**src/rtl/rr_arbiter_8_pkg.sv**
```systemverilog
// Shared constants and state encoding for the 8-way round-robin arbiter.
package rr_arbiter_8_pkg;

  localparam int unsigned ARB_N     = 8;
  localparam int unsigned ARB_IDX_W = 3;
  localparam int unsigned HOLD_W    = 8;

  // 2'd3 is unused; the FSM recovers to StIdle from it.
  typedef enum logic [1:0] {
    StIdle = 2'd0,
    StBusy = 2'd1,
    StTurn = 2'd2
  } arb_state_e;

endpackage

```
**src/rtl/decoder_3_8.sv**
```systemverilog
// 3-to-8 binary to one-hot decoder.
module decoder_3_8 (
  input  logic [2:0] idx,
  output logic [7:0] oh
);

  // Set exactly one bit selected by idx.
  always_comb begin
    oh      = '0;
    oh[idx] = 1'b1;
  end

endmodule

```
**src/rtl/rr_arbiter_8.sv**
```systemverilog
// Round-robin arbiter for 8 requesters with hold-until-release ownership,
// optional timeout preemption and a one-cycle turnaround bubble between owners.
module rr_arbiter_8
  import rr_arbiter_8_pkg::*;
#(
  parameter int unsigned MAX_HOLD = 16
) (
  input  logic                 clk,
  input  logic                 rst_n,
  input  logic [ARB_N-1:0]     req,
  output logic [ARB_N-1:0]     grant_oh,
  output logic [ARB_IDX_W-1:0] grant_idx,
  output logic                 grant_vld,
  output logic                 preempt
);

  localparam bit                TimeoutEn = (MAX_HOLD != 0);
  localparam logic [HOLD_W-1:0] HoldLast  = (MAX_HOLD == 0) ? '0 : HOLD_W'(MAX_HOLD - 1);

  arb_state_e           state_q, state_d;
  logic [ARB_IDX_W-1:0] ptr_q, ptr_d;
  logic [ARB_IDX_W-1:0] owner_q, owner_d;
  logic [HOLD_W-1:0]    hold_q, hold_d;
  logic                 preempt_q, preempt_d;
  logic [ARB_N-1:0]     dec_oh;

  // First requester at or after p, wrapping modulo 8: rotate, priority-encode, add p back.
  function automatic logic [ARB_IDX_W-1:0] pick(input logic [ARB_N-1:0]     r,
                                                input logic [ARB_IDX_W-1:0] p);
    logic [ARB_N-1:0]     rot;
    logic [ARB_IDX_W-1:0] off;
    logic [ARB_IDX_W-1:0] src;
    for (int j = 0; j < int'(ARB_N); j++) begin
      src    = p + ARB_IDX_W'(j);
      rot[j] = r[src];
    end
    off = '0;
    for (int j = int'(ARB_N) - 1; j >= 0; j--) begin
      if (rot[j]) off = ARB_IDX_W'(j);
    end
    return p + off;
  endfunction

  // State registers; async reset drops the grant immediately.
  always_ff @(posedge clk or negedge rst_n) begin
    if (!rst_n) begin
      state_q   <= StIdle;
      ptr_q     <= '0;
      owner_q   <= '0;
      hold_q    <= '0;
      preempt_q <= 1'b0;
    end else begin
      state_q   <= state_d;
      ptr_q     <= ptr_d;
      owner_q   <= owner_d;
      hold_q    <= hold_d;
      preempt_q <= preempt_d;
    end
  end

  // Next-state logic: grant, hold/release, timeout, turnaround bubble.
  always_comb begin
    state_d   = state_q;
    ptr_d     = ptr_q;
    owner_d   = owner_q;
    hold_d    = hold_q;
    preempt_d = 1'b0;
    case (state_q)
      StIdle: begin
        if (|req) begin
          owner_d = pick(req, ptr_q);
          hold_d  = '0;
          state_d = StBusy;
        end
      end
      StBusy: begin
        if (hold_q != '1) hold_d = hold_q + 1'b1;
        if (!req[owner_q]) begin
          ptr_d   = owner_q + 1'b1;
          state_d = StTurn;
        end else if (TimeoutEn && (hold_q == HoldLast)) begin
          // Moving ptr past the owner makes a still-requesting owner lowest priority.
          ptr_d     = owner_q + 1'b1;
          preempt_d = 1'b1;
          state_d   = StTurn;
        end
      end
      StTurn: begin
        if (|req) begin
          owner_d = pick(req, ptr_q);
          hold_d  = '0;
          state_d = StBusy;
        end else begin
          state_d = StIdle;
        end
      end
      default: state_d = StIdle;
    endcase
  end

  decoder_3_8 u_dec (
    .idx (owner_q),
    .oh  (dec_oh)
  );

  // Outputs derive only from registered state.
  always_comb begin
    grant_vld = (state_q == StBusy);
    grant_oh  = dec_oh & {ARB_N{grant_vld}};
    grant_idx = owner_q;
    preempt   = preempt_q;
  end

endmodule

```
**config.mk**
```make
export PLATFORM = sky130hd
export DESIGN_NAME = rr_arbiter_8
export DESIGN_NICKNAME = d
export VERILOG_FILES = /design/src/rtl/rr_arbiter_8_pkg.sv /design/src/rtl/decoder_3_8.sv /design/src/rtl/rr_arbiter_8.sv
export SDC_FILE = /design/constraint.sdc
export NUM_CORES = 1
export LEC_CHECK = 0
export ABC_AREA = 1
export BUFFER_PORTS_ARGS = -buffer_cell sky130_fd_sc_hd__buf_2
export CAP_MARGIN = 20
export CORE_MARGIN = 1
export CORE_UTILIZATION = 40
export DETAILED_ROUTE_END_ITERATION = 10
export RECOVER_POWER = 50
export SLEW_MARGIN = 20
export SYNTH_ARGS = -nofsm -noshare
export SYNTH_HDL_FRONTEND = slang
export SYNTH_SLANG_ARGS = --single-unit
export TNS_END_PERCENT = 50
```
**constraint.sdc**
```tcl
create_clock -name clk -period 2.5 [get_ports clk]
set_input_delay 0.375 -clock clk [delete_from_list [all_inputs] [get_ports clk]]
set_output_delay 0.375 -clock clk [all_outputs]
set_load 0.02 [all_outputs]
```
==> flow_summary_export.csv <==
group,metric,value,unit
clock_tree,cts_buffers,3,
final_layout,syn2layout_area_growth,23.8,%
final_layout,drive_gt1_frac,0.297,
sta,fin_ws,-0.0205,ns
sta,slew_headroom,0.375,
final_layout,final_util,0.525,
drt,wl_per_cell,12.1,um
setup_path,cp-start-kind,"flip-flop",
floorplan,dieArea,0.00419,sq mm
setup_path,arrival,2.66,ns
clock_tree,root_buffer,"clkbuf_8",
power_and_ir_drop,leakage,0.00102,uW
hold_path,hold_class,"input pin to asynchronous set/reset pin",
final_layout,nets,296,
sta,min_period,2.52,ns
yosys,syn_nets,260,
sta,fmax,397,MHz
floorplan,rows,22,
setup_path,end_kind,"flip-flop",
floorplan,ios,23,
final_layout,final_cell_mix,"nand2_1 (78), nand3_1 (26), nor2_1 (23)",
drt,num_vias,1624,
placement,dp_hpwl,3080,um
job,maxCapViolCount,0,
yosys,synth_area,0.00158,sq mm
sta,finalMaxSlewViolations,0,
sta,period_share,1.01,
global_route,grtUsageTotal,0.210,
clock_tree,clockBufferDepth,2,
setup_path,r2r_cells,20,
global_route,gr-total-overflow,0,
placement,io_buffers,22,
global_route,grt_pass1_vias,1511,
placement,gp_congestion,0.815,
yosys,ys_warn_count,0,
yosys,avgSynthCellArea,6.46,sq um
drt,via_per_inst,4.97,
drt,ant_nets,0,
power_and_ir_drop,pwr_density_cell,1490,mW/mm^2
global_route,grt_pass1_wl,6870,um
clock_tree,htreeDepth,1,
sta,final_hold_viol_count,0,
sta,setup_viol,1,
yosys,ys_ff_latch,17,
global_route,antenna_found_initial,0,
power_and_ir_drop,ir_worst_vdd,0.498,mV
clock_tree,cts_tree,"done",
sta,tns,-0.0205,ns
sta,worst_pin_slew,0.937,ns
floorplan,coreArea,0.00372,sq mm
yosys,synth.distinct_cells,29,
setup_path,critical_path_class,"flip-flop to flip-flop",
final_layout,num-fill-cells,399,
power_and_ir_drop,power.total,2900,uW
final_layout,final_common_cell,"nand2_1",
placement,place_area,0.00181,sq mm
clock_tree,clkTransAtPathRegs,0.07,ns
final_layout,seq_area,428,sq um
drt,drt_pre_antenna_iters,4,
status,outcome,"finished, violations left",
drt,drt_first_iter_violations,106,
final_layout,multi_input_area,0.00109,sq mm
yosys,synth_cells,244,
clock_tree,hold_buffers,0,
sta,finalClockSkew,0.00607,ns
floorplan,die_w,64.8,um
final_layout,design_area,0.00195,sq mm
status,failed_checks,"setup timing",
floorplan,start_util,0.424,
yosys,ys_seq_area_frac,0.270,
clock_tree,clkLatencyLatePin,0.25,ns
clock_tree,cts_sinks,17,
drt,drc,0,
drt,routed_wl,3970,um
sta,rsz0062_at_grt,"true",
global_route,grt_max_degree,18,
final_layout,n_antenna_cell,0,
setup_path,cp_max_fo,5,
floorplan,fp.dieH,64.8,um
setup_path,crit_required,2.64,ns
-- critical path: stages (launching register included) --
cell,delay [ns]
dfrtp_2,0.43
inv_6,0.04
ha_4,0.31
inv_6,0.05
nand3_4,0.08
nand3_2,0.08
nand2_2,0.08
nand2_2,0.05
nand2_1,0.05
nand2_1,0.05
nand2_1,0.05
nand2_1,0.06
a21oi_2,0.13
ha_2,0.19
inv_2,0.04
fa_2,0.34
xor2_2,0.16
inv_1,0.05
nand3_1,0.07
nand3_1,0.07
nand2_1,0.05
-- where the power goes --
part           leakage (uW)  total (uW)  internal [uW]  switching, uW
Clock             0.0000255         208            111           97.0
Combinational      0.000772        2190            875           1320
Sequential         0.000220         499            361            137
-- final cells by class --
| class | instances | share of cell area |
|---|---|---|
| timing repair buffer | 35 | 0.105 |
| sequential | 17 | 0.219 |
| inverter | 28 | 0.0597 |
| clock inverter | 1 | 0.00257 |
| tap | 48 | 0.0308 |
| multi-input combinational | 195 | 0.561 |
| clock buffer | 3 | 0.0212 |
-- Yosys cell counts (all sizes together) --
| master | n | area (sq um) |
|---|---|---|
| nand2 | 87 | 342 |
| nand3 | 34 | 170 |
| nor2 | 28 | 139 |
| inv | 27 | 104 |
| dfrtp | 17 | 425 |
| o21ai | 16 | 95.1 |
| ha | 5 | 62.6 |
| nor3 | 5 | 25.0 |
| buf | 4 | 37.5 |
| xnor2 | 4 | 42.6 |
| xor2 | 4 | 35.0 |
| a21oi | 3 | 15.0 |
| or2 | 3 | 18.8 |
| nand4 | 2 | 12.5 |
| a31oi | 1 | 12.5 |
| clkinv | 1 | 5.00 |
| fa | 1 | 20.0 |
| o21bai | 1 | 7.51 |
| o22ai | 1 | 6.26 |
-- logic make-up (layout without fill, tap and decap cells) --
kind of cell | after synthesis | after routing | share of synthesized area
AND/OR/NAND/NOR | 159 | 159 | 0.449
buffers and inverters | 32 | 67 | 0.0929
AO/OA/AOI/OAI | 22 | 22 | 0.0866
flip-flops | 17 | 17 | 0.270
XOR/XNOR | 8 | 8 | 0.0492
adder cells (fa/ha/maj) | 6 | 6 | 0.0524
-- stage by stage --
stage          setup slack, ns  cells  hold WS [ns]
2_1_floorplan          0.00195    244        0.0794
3_3_place_gp           -0.0403    321         0.321
3_5_place_dp            -0.123    321         0.326
4_1_cts              -0.000422    326        0.0512
5_1_grt                 -0.151    327         0.325
6_report               -0.0205    327         0.238
-- path summary, 6_finish.rpt --
check	startpoint	to	slack (ns)
max	ptr_q[0]$_DFFE_PN0P_	grant_idx[2]$_DFFE_PN0P_	-0.02
min	rst_n	hold_q[7]$_DFFE_PN0P_	0.24
max reg2reg	ptr_q[0]$_DFFE_PN0P_	grant_idx[2]$_DFFE_PN0P_	-0.02
min reg2reg	hold_q[1]$_DFFE_PN0P_	hold_q[1]$_DFFE_PN0P_	0.52
max in group asynchronous	rst_n	ptr_q[0]$_DFFE_PN0P_	1.63
min in group clk	hold_q[1]$_DFFE_PN0P_	hold_q[1]$_DFFE_PN0P_	0.52
-- timing repair --
item                       4_1_cts  5_1_grt
pin swaps                        6        3
setup endpoints to repair        2        2
buffers inserted                 1        1
resized for setup               12       12
cloned                           0        0
-- registers in the layout, indices dropped and copies added (netlist names) --
name / cells
hold_q: 8
grant_idx: 3
ptr_q: 3
state_q: 2
preempt: 1
-- routing by layer --
layer  wire length (um)  global-route usage  vias up
met5                  0                   0        -
met4                  8              0.0194        0
met3                113              0.0352        2
met2               1970               0.382       28
met1               1870               0.264      748
li1                   -                   -      846
No activity file was read; power rests on OpenSTA's default activity.
